[config.mk]
export PLATFORM = sky130hd
export DESIGN_NAME = dmem_responder
export DESIGN_NICKNAME = d
export VERILOG_FILES = /design/src/rtl/dmem_pkg.sv /design/src/rtl/dmem_ram.sv /design/src/rtl/dmem_responder.sv
export SDC_FILE = /design/constraint.sdc
export NUM_CORES = 2
export LEC_CHECK = 0
export CAP_MARGIN = 20
export CORE_ASPECT_RATIO = 0.75
export CORE_MARGIN = 4
export CORE_UTILIZATION = 45
export CTS_CLUSTER_SIZE = 40
export DETAILED_ROUTE_END_ITERATION = 8
export PLACE_DENSITY_LB_ADDON = 0.25
export SLEW_MARGIN = 15
export SYNTH_ARGS = -nofsm -noshare
export SYNTH_HDL_FRONTEND = slang
export SYNTH_SLANG_ARGS = --single-unit
[constraint.sdc]
create_clock -name clk -period 4.1 [get_ports clk]
set_input_delay 0.615 -clock clk [delete_from_list [all_inputs] [get_ports clk]]
set_output_delay 0.615 -clock clk [all_outputs]
set_load 0.01 [all_outputs]
[src/rtl/dmem_pkg.sv]
// rtl/dmem_pkg.sv - shared types and constants for the data-memory responder
package dmem_pkg;

  localparam int WORD_W = 32;

  // Output-register address used when the top is not given one explicitly.
  localparam logic [31:0] DEFAULT_OUT_ADDR = 32'h0000_0400;

  typedef enum logic [1:0] {
    S_IDLE,
    S_WAIT,
    S_RESP
  } state_e;

  // Registered response payload; all-zero whenever no response is presented.
  typedef struct packed {
    logic [WORD_W-1:0] rdata;
    logic              err;
  } rsp_t;

  // Word-index width for a RAM of the given depth (at least one bit).
  function automatic int idx_width(input int depth);
    return (depth > 1) ? $clog2(depth) : 1;
  endfunction

endpackage

[src/rtl/dmem_ram.sv]
// rtl/dmem_ram.sv - single-port word RAM, synchronous write, combinational read
module dmem_ram
  import dmem_pkg::*;
#(
  parameter int DEPTH = 64,
  parameter int AW    = idx_width(DEPTH)
) (
  input  logic              clk_i,
  input  logic              we_i,
  input  logic [AW-1:0]     addr_i,
  input  logic [WORD_W-1:0] wdata_i,
  output logic [WORD_W-1:0] rdata_o
);

  logic [WORD_W-1:0] mem_q [DEPTH];

  // Write port: contents are never cleared, only overwritten.
  always_ff @(posedge clk_i) begin
    if (we_i) begin
      mem_q[addr_i] <= wdata_i;
    end
  end

  assign rdata_o = mem_q[addr_i];

endmodule

[src/rtl/dmem_responder.sv]
// rtl/dmem_responder.sv - wait-state data-memory responder; DMEM_OUTPORT_EN adds a memory-mapped output register
module dmem_responder
  import dmem_pkg::*;
#(
  parameter int          DEPTH       = 64,
  parameter int          WAIT_STATES = 2,
  parameter logic [31:0] BASE_ADDR   = 32'h0000_0000,
  parameter logic [31:0] OUT_ADDR    = DEFAULT_OUT_ADDR
) (
  input  logic        clk,
  input  logic        reset,
  input  logic        req_valid,
  output logic        req_ready,
  input  logic        req_write,
  input  logic [31:0] req_addr,
  input  logic [31:0] req_wdata,
  output logic        rsp_valid,
  output logic [31:0] rsp_rdata,
  output logic        rsp_err
`ifdef DMEM_OUTPORT_EN
  ,
  output logic [31:0] out_data
`endif
);

  localparam int AW = idx_width(DEPTH);
  // Counter only ever holds WAIT_STATES-1 down to 0.
  localparam int CW = (WAIT_STATES > 1) ? $clog2(WAIT_STATES) : 1;
  localparam logic [CW-1:0] CNT_INIT = (WAIT_STATES > 0) ? CW'(WAIT_STATES - 1) : '0;

`ifdef DMEM_OUTPORT_EN
  localparam bit OUT_EN = 1'b1;
`else
  localparam bit OUT_EN = 1'b0;
`endif

  // Range bounds carried in 34 bits so BASE_ADDR near the top of the map cannot wrap.
  localparam logic [33:0] RAM_LO = {2'b00, BASE_ADDR};
  localparam logic [33:0] RAM_HI = RAM_LO + 34'(4 * DEPTH);

  state_e            state_q, state_d;
  logic [CW-1:0]     cnt_q, cnt_d;
  logic              write_q;
  logic [31:0]       addr_q, wdata_q;
  logic              accept;

  logic              sel_write;
  logic [31:0]       sel_addr, sel_wdata;
  logic              aligned, in_range, ram_hit, out_match, out_hit;
  logic [33:0]       addr_x;
  logic [31:0]       word_off;
  logic [AW-1:0]     ram_idx;
  logic              unused_off;
  logic [WORD_W-1:0] ram_rdata, out_val;
  logic              enter_resp, ram_we;
  rsp_t              rsp_d, rsp_q;

  // Next-state logic: accept in idle, count down wait states, present one response cycle.
  always_comb begin
    state_d   = state_q;
    cnt_d     = cnt_q;
    req_ready = 1'b0;
    accept    = 1'b0;
    case (state_q)
      S_IDLE: begin
        req_ready = 1'b1;
        if (req_valid) begin
          accept = 1'b1;
          if (WAIT_STATES == 0) begin
            state_d = S_RESP;
          end else begin
            state_d = S_WAIT;
            cnt_d   = CNT_INIT;
          end
        end
      end
      S_WAIT: begin
        if (cnt_q == '0) begin
          state_d = S_RESP;
        end else begin
          cnt_d = cnt_q - 1'b1;
        end
      end
      S_RESP: begin
        state_d = S_IDLE;
      end
      default: begin
        state_d = S_IDLE;
      end
    endcase
  end

  // State register and wait counter; reset abandons any request in flight.
  always_ff @(posedge clk or posedge reset) begin
    if (reset) begin
      state_q <= S_IDLE;
      cnt_q   <= '0;
    end else begin
      state_q <= state_d;
      cnt_q   <= cnt_d;
    end
  end

  // Hold the accepted request so the requester may move on after the handshake.
  always_ff @(posedge clk or posedge reset) begin
    if (reset) begin
      write_q <= 1'b0;
      addr_q  <= '0;
      wdata_q <= '0;
    end else if (accept) begin
      write_q <= req_write;
      addr_q  <= req_addr;
      wdata_q <= req_wdata;
    end
  end

  // With zero wait states the response edge is the acceptance edge, so decode
  // must see the live request in idle and the captured one afterwards.
  assign sel_write = (state_q == S_IDLE) ? req_write : write_q;
  assign sel_addr  = (state_q == S_IDLE) ? req_addr  : addr_q;
  assign sel_wdata = (state_q == S_IDLE) ? req_wdata : wdata_q;

  assign addr_x    = {2'b00, sel_addr};
  assign aligned   = (sel_addr[1:0] == 2'b00);
  assign in_range  = (addr_x >= RAM_LO) && (addr_x < RAM_HI);
  assign ram_hit   = aligned && in_range;
  assign out_match = (sel_addr == OUT_ADDR);
  assign out_hit   = OUT_EN && out_match && !ram_hit;

  assign word_off   = sel_addr - BASE_ADDR;
  assign ram_idx    = word_off[AW+1:2];
  assign unused_off = ^{word_off[31:AW+2], word_off[1:0]};

  // The only edge that leads into S_RESP is the one that commits the access.
  assign enter_resp = (state_d == S_RESP);
  assign ram_we     = enter_resp && sel_write && ram_hit && !reset;

  dmem_ram #(
    .DEPTH (DEPTH),
    .AW    (AW)
  ) u_ram (
    .clk_i   (clk),
    .we_i    (ram_we),
    .addr_i  (ram_idx),
    .wdata_i (sel_wdata),
    .rdata_o (ram_rdata)
  );

`ifdef DMEM_OUTPORT_EN
  logic [WORD_W-1:0] out_q;

  // Output register shares the commit edge with RAM writes.
  always_ff @(posedge clk or posedge reset) begin
    if (reset) begin
      out_q <= '0;
    end else if (enter_resp && sel_write && out_hit) begin
      out_q <= sel_wdata;
    end
  end

  assign out_val  = out_q;
  assign out_data = out_q;
`else
  assign out_val = '0;
`endif

  // Response payload: errors and writes return zero data.
  always_comb begin
    rsp_d = '0;
    if (!(ram_hit || out_hit)) begin
      rsp_d.err = 1'b1;
    end else if (!sel_write) begin
      rsp_d.rdata = ram_hit ? ram_rdata : out_val;
    end
  end

  // Response register is loaded for the S_RESP cycle only and zero otherwise.
  always_ff @(posedge clk or posedge reset) begin
    if (reset) begin
      rsp_q <= '0;
    end else if (enter_resp) begin
      rsp_q <= rsp_d;
    end else begin
      rsp_q <= '0;
    end
  end

  assign rsp_valid = (state_q == S_RESP);
  assign rsp_rdata = rsp_q.rdata;
  assign rsp_err   = rsp_q.err;

endmodule

# Word level (Yosys, flattened, before mapping)
# Memory sizes are Yosys's and may differ from the RTL's.
# Cells that the tools add are included.
# W data, S select, Z words.
# classes
magnitude_cmp,2
div_mod_pow,0
shift,0
add_sub_neg,1
n_mux,18
n_bitwise,0
eq_ne,4
mul,0
n_reduce_logical,10
# op_table
op,count
$mux W32,4
$mux W33,1
$ge A32 B1 Y1 const B,1
$lt A32 B9 Y1 const B,1
$mux W1,9
$logic_and A1 B1 Y1,5
$eq A2 B2 Y1 const B,2
$logic_not A2 Y1,2
$mux W2,2
$pmux W2 S2,1
$eq A2 B1 Y1 const B,1
$ne A2 B2 Y1 const B,1
$pmux W1 S2,1
$reduce_and A2 Y1,1
$reduce_bool A2 Y1,1
$logic_not A1 Y1,1
$sub A1 B1 Y1 const B,1
# totals
romBits,0
in_bits,68
reg_bits,101
word_cells,43
mem_bits_rw,2048
mem_count,1
out_inout_bits,35
latch_bits,0
# mem_list
memory,depth,word_bits,read_ports,rd_ports_with_merged_regs,write_ports,line,text
u_ram.mem_q,64,32,1,0,1,dmem_ram.sv:15,logic [WORD_W-1:0] mem_q [DEPTH];

# Longest topological paths before layout
# depth
depth_word,9
ltp_mapped,13
ltp_nobuf,8

# Cells and area by module
# From an unflattened synthesis, not the netlist that was laid out.
# unflattened
cells_unflattened,4497
hier_area_um2,82590.5
# modules_own_cells
mod,n_inst,cells_each,area_per_inst_um2,seq_area_each_um2
dmem_ram,1,4207,78287.6,61499.0
dmem_responder,1,290,4302.9,2527.4

# Worst setup path after synthesis
# OpenSTA, ideal clock, no wires.
# synth_path
path_kind,register -> register
startpoint,reg state_q[0]
endpoint,"mem u_ram.mem_q[11][0], enable pin"
setup_ns,0.421
synth_period_minus_slack_ns,4.004
slack_ns,0.096
required_time_ns,3.679
stages_incl_launch_ff,11
arrival_ns,3.583
cell_sequence,dfrtp_1 buf_2 or2_2 inv_2 buf_4 nand4_1 a21oi_1 nand2_1 nor3_1 o21ai_1 nor2_1
# synth_between
elab_chain_len,9
word_cells_on_any_way,18
cone_classes,order compare: 2; eq/ne: 2; mux: 7; reduce/logical: 7
# synth_rtl
item,line,text
from (decl),dmem_responder.sv:41,"state_e state_q, state_d;"
from (signal assigned),dmem_responder.sv:99,state_q <= state_d;
$logic_not A2 Y1,"dmem_responder.sv:64, dmem_responder.sv:119, dmem_responder.sv:120",
$mux W32,dmem_responder.sv:120,assign sel_addr = (state_q == S_IDLE) ? req_addr : addr_q;
$ge A32 B1 Y1 / $lt A32 B9 Y1 (equally long branches),dmem_responder.sv:125,assign in_range = (addr_x >= RAM_LO) && (addr_x < RAM_HI);
$logic_and A1 B1 Y1,dmem_responder.sv:125,
$logic_and A1 B1 Y1,dmem_responder.sv:126,assign ram_hit = aligned && in_range;
$logic_and A1 B1 Y1 (2 in series),dmem_responder.sv:136,assign ram_we = enter_resp && sel_write && ram_hit && !reset;
$mux W1,dmem_ram.sv:19,if (we_i) begin
$mux W1 (implied by the code),dmem_ram.sv:20,mem_q[addr_i] <= wdata_i;
to (decl),dmem_ram.sv:15,
# Parallel ways exist; a longest one is shown, timed or not.

# Final worst setup path
# layout_path
startpoint,reg state_q[0]
endpoint,"mem u_ram.mem_q[36][16], enable pin"
# The elaborated chain is that of the path after synthesis.

==> summary.md <==
| Metric | Value |
|---|---|
| Status | complete, no violations |
| Synth Cell Area | about 0.080 mm2 |
| Yosys cell types | 75 |
| Met1 usage | 46.4% |
| Final setup viols | 0 |
| DR iter-0 viols | 10,700 |
| Worst Clk Skew | 0.0395 ns |
| I/O Buffers | 102 |
| Die area | 0.185 mm2 |
| Cts repair resizes | 0 |
| Post-CTS Setup Inserts | 0 |
| Setup slack, reg-to-reg | 0.22 ns |
| GR Overflow Total | 0 |
| Worst-path fanout max | 20 |
| Bufs on Longest Clock Path | 3 |
| GR peak layer | met2 |
| Number of global-route vias before repair | 50,600 |
| Worst min-delay path category | in2async |
| CP endpoint | u_ram.mem_q[36][16]$_DFFE_PP_ |
| Antenna violations before repair | 12 |
| Total track usage | 33.3% |
| Post-synth EDFFs | 2,048 |
| Clock-pin slew on the worst setup and hold paths | 0.07 ns |
| Hold-fix buffers, CTS | 0 |
| Max Slew Vio Count | 0 |
| Clock insertion delay at the later pin of the skew report | 0.85 ns |
| Rel. slew slack | 23.1% |
| Cells on worst reg2reg path | 8 |
| Die Y | 374 um |
| YS warnings | 0 |
| #FFs+latches synth | 2,149 |
| DP Area | 0.0886 mm2 |
| Fill count | 14,000 |
| Max VDD drop | 533 uV |
| Largest net degree at the start of global routing | 68 |
| Fmax | 0.258 GHz |
| M3 GR Usage | between 10% and 20% |
| Layout Cells excl Fill | roughly 8,000 |
| DR vias | between 50,000 and 60,000 |
| Final nets | 5,506 |
| CTS tree | yes |
| GR Layer Usage met2 | between 40 and 50% |
| DIE WIDTH | 496 um |
| PD cells | roughly 750 mW/mm2 |
| Dpl cells | ~7,600 |
| Drt wl/cell | 39.5 um |
| Capture point of the worst reg-to-reg path | u_ram.mem_q[36][16]$_DFFE_PP_ |
| RePlAce Congestion | 0.925 |
| Num CTS Buffers | 193 |
| Min Tclk post-route | 3.88 ns |
| Root Driver | clkbuf_16 |
| Core Rows | 133 |
| Post-route cell area | 0.0950 mm2 |
| Core footprint | 0.176 mm2 |
| Period utilization | 94.7% |
| CP required | 4.55 ns |
| Max Cap Violations | 0 |
| DR pass1 iterations | 8 |
| Crit end category | flip-flop |
| Share of layout cells above drive strength 1 | 17.1% |
| Hold slack final | 0.311 ns |
| Critical Path AT | about 4.3 ns |
| Worst r2r src | state_q[0]$_DFF_PP0_ |
| Leakage | around 31 nW |
| Synthesis-to-layout area growth | 18.3% |
| Post-DP HPWL | 186,000 um |
| Drt via density | 6.84 |
| Post-synthesis average cell area | around 16 um2 |
| CP Launch Point | state_q[0]$_DFF_PP0_ |
| Syn Inst Count | 5,015 |
| Ports | 103 |
| Post-Route WL | 315,000 um |
| WS Path Type | reg2reg |
| DRC Markers | 0 |
| CTS Sinks | roughly 2,100 |
| RSZ-0062 raised after global routing | no |
| Post-synth top flop | edfxtp_1 |
| Initial core utilization | 45.6% |
| H-tree Lvls | 4 |
| Worst Setup Start Kind | flip-flop |
| Final hold viol count | 0 |
| First-pass GRT wire length | 424,000 um |
| Asr flop ratio synth | 4.70% |
| Routed Antenna Nets | 0 |
| Synthesized Nets | 5,083 |
| Sequential area share after synthesis | 79.8% |
| Worst-margin pin slew | 1.15 ns |
worst min path at each step:
stage | from | endpoint | slack [ns]
6_report | reset | addr_q[3]$_DFFE_PP0P_ | 0.31
5_1_grt | reset | addr_q[3]$_DFFE_PP0P_ | 0.32
4_1_cts | reset | addr_q[3]$_DFFE_PP0P_ | 0.28
3_5_place_dp | state_q[1]$_DFF_PP0_ | state_q[0]$_DFF_PP0_ | 0.49
3_3_place_gp | state_q[1]$_DFF_PP0_ | state_q[0]$_DFF_PP0_ | 0.49
2_1_floorplan | cnt_q$_DFFE_PP0P_ | state_q[1]$_DFF_PP0_ | 0.47
critical path, stage by stage, from the launching register on:
cell	delay, ns
dfrtp_1	0.46
or2_2	0.32
inv_2	0.09
mux2i_2	0.78
buf_4	0.31
nand2b_2	0.39
buf_4	0.42
nor2_4	0.15
buf_4	0.54
synth_stat cells (all sizes together), types with 48 or more instances:
| library cell | instances | area share [%] |
|---|---|---|
| edfxtp | 2048 | 77 |
| o22ai | 578 | 4.5 |
| nor2 | 389 | 1.8 |
| a21oi | 385 | 2.4 |
| nand2 | 346 | 1.6 |
| buf | 217 | 1.4 |
| nor3 | 114 | 0.72 |
| nor4 | 113 | 0.88 |
| dfrtp | 101 | 3.1 |
| clkbuf | 100 | 0.47 |
| mux2 | 71 | 1.0 |
| o221ai | 70 | 0.76 |
| o22a | 68 | 0.74 |
| a31oi | 48 | 0.37 |
layer usage:
| metal | up-vias | share of wire, % |
|---|---|---|
| met5 | - | 0.12 |
| met4 | 10 | 5.4 |
| met3 | 864 | 16 |
| met2 | 4997 | 42 |
| met1 | 27700 | 36 |
| li1 | 21000 | - |
per-stage QoR:
stage	total power [mW]	TNS [ns]	util (%)	worst slack (ns)
global route	72.5	0	53.9	0.184
CTS	70.1	0	53.8	0.135
finish	71.0	0	53.9	0.217
detailed placement	52.2	-0.440	50.3	-0.436
global placement	51.8	-0.504	50.2	-0.319
floorplan	40.6	0	-	0.0962
cells in the final DEF (no fill, tap or decap), types with 18 or more instances in the layout:
| cell type | count |
|---|---|
| o31ai_1 | 25 |
| o22a_1 | 68 |
| clkinv_2 | 33 |
| nor2_4 | 66 |
| nand2_2 | 46 |
| nor3_1 | 113 |
| a31oi_1 | 48 |
| nor4_1 | 113 |
| or4_1 | 19 |
| o21ai_0 | 27 |
| a32oi_1 | 18 |
| nand3_1 | 26 |
| edfxtp_1 | 2048 |
| clkbuf_1 | 53 |
| a21oi_1 | 383 |
| buf_4 | 300 |
| nor2_1 | 322 |
| clkinv_1 | 28 |
| nand2_1 | 293 |
| clkbuf_16 | 198 |
| clkdlybuf4s50_1 | 102 |
| o221ai_1 | 70 |
| o22ai_1 | 575 |
| mux2_2 | 71 |
| dfrtp_1 | 101 |
| mux2i_1 | 25 |
| buf_12 | 142 |
logic make-up after synthesis:
| kind of cell | count (synthesis) | synth area share (%) |
|---|---|---|
| mux | 97 | 1.32 |
| buf+inv | 322 | 1.87 |
| flops | 2149 | 79.8 |
| compound gates | 1350 | 10.9 |
| simple gates | 1097 | 6.17 |
layout make-up:
cell class,instances,area (um2),area share [%]
inverters,5,23.8,0.0250
well taps,2362,2960,3.11
repair buffers,545,6120,6.45
clock inverters,94,941,0.991
clock buffers,266,5360,5.64
diodes,13,32.5,0.0343
flip-flops and latches,2149,64000,67.4
multi-input cells,2544,15500,16.3
sequential cells by signal, summed over array words and instances (netlist names):
name / count
rsp_err: 1
addr_q: 32
rsp_rdata: 32
cnt_q: 1
state_q: 2
write_q: 1
u_ram.mem_q: 2048
wdata_q: 32
where the power goes:
part	internal, mW	switching, mW	total, mW
clock network	10.2	8.16	18.3
registers	29.1	0.224	29.3
logic	6.12	17.2	23.3
(Power assumes the default switching activity.)
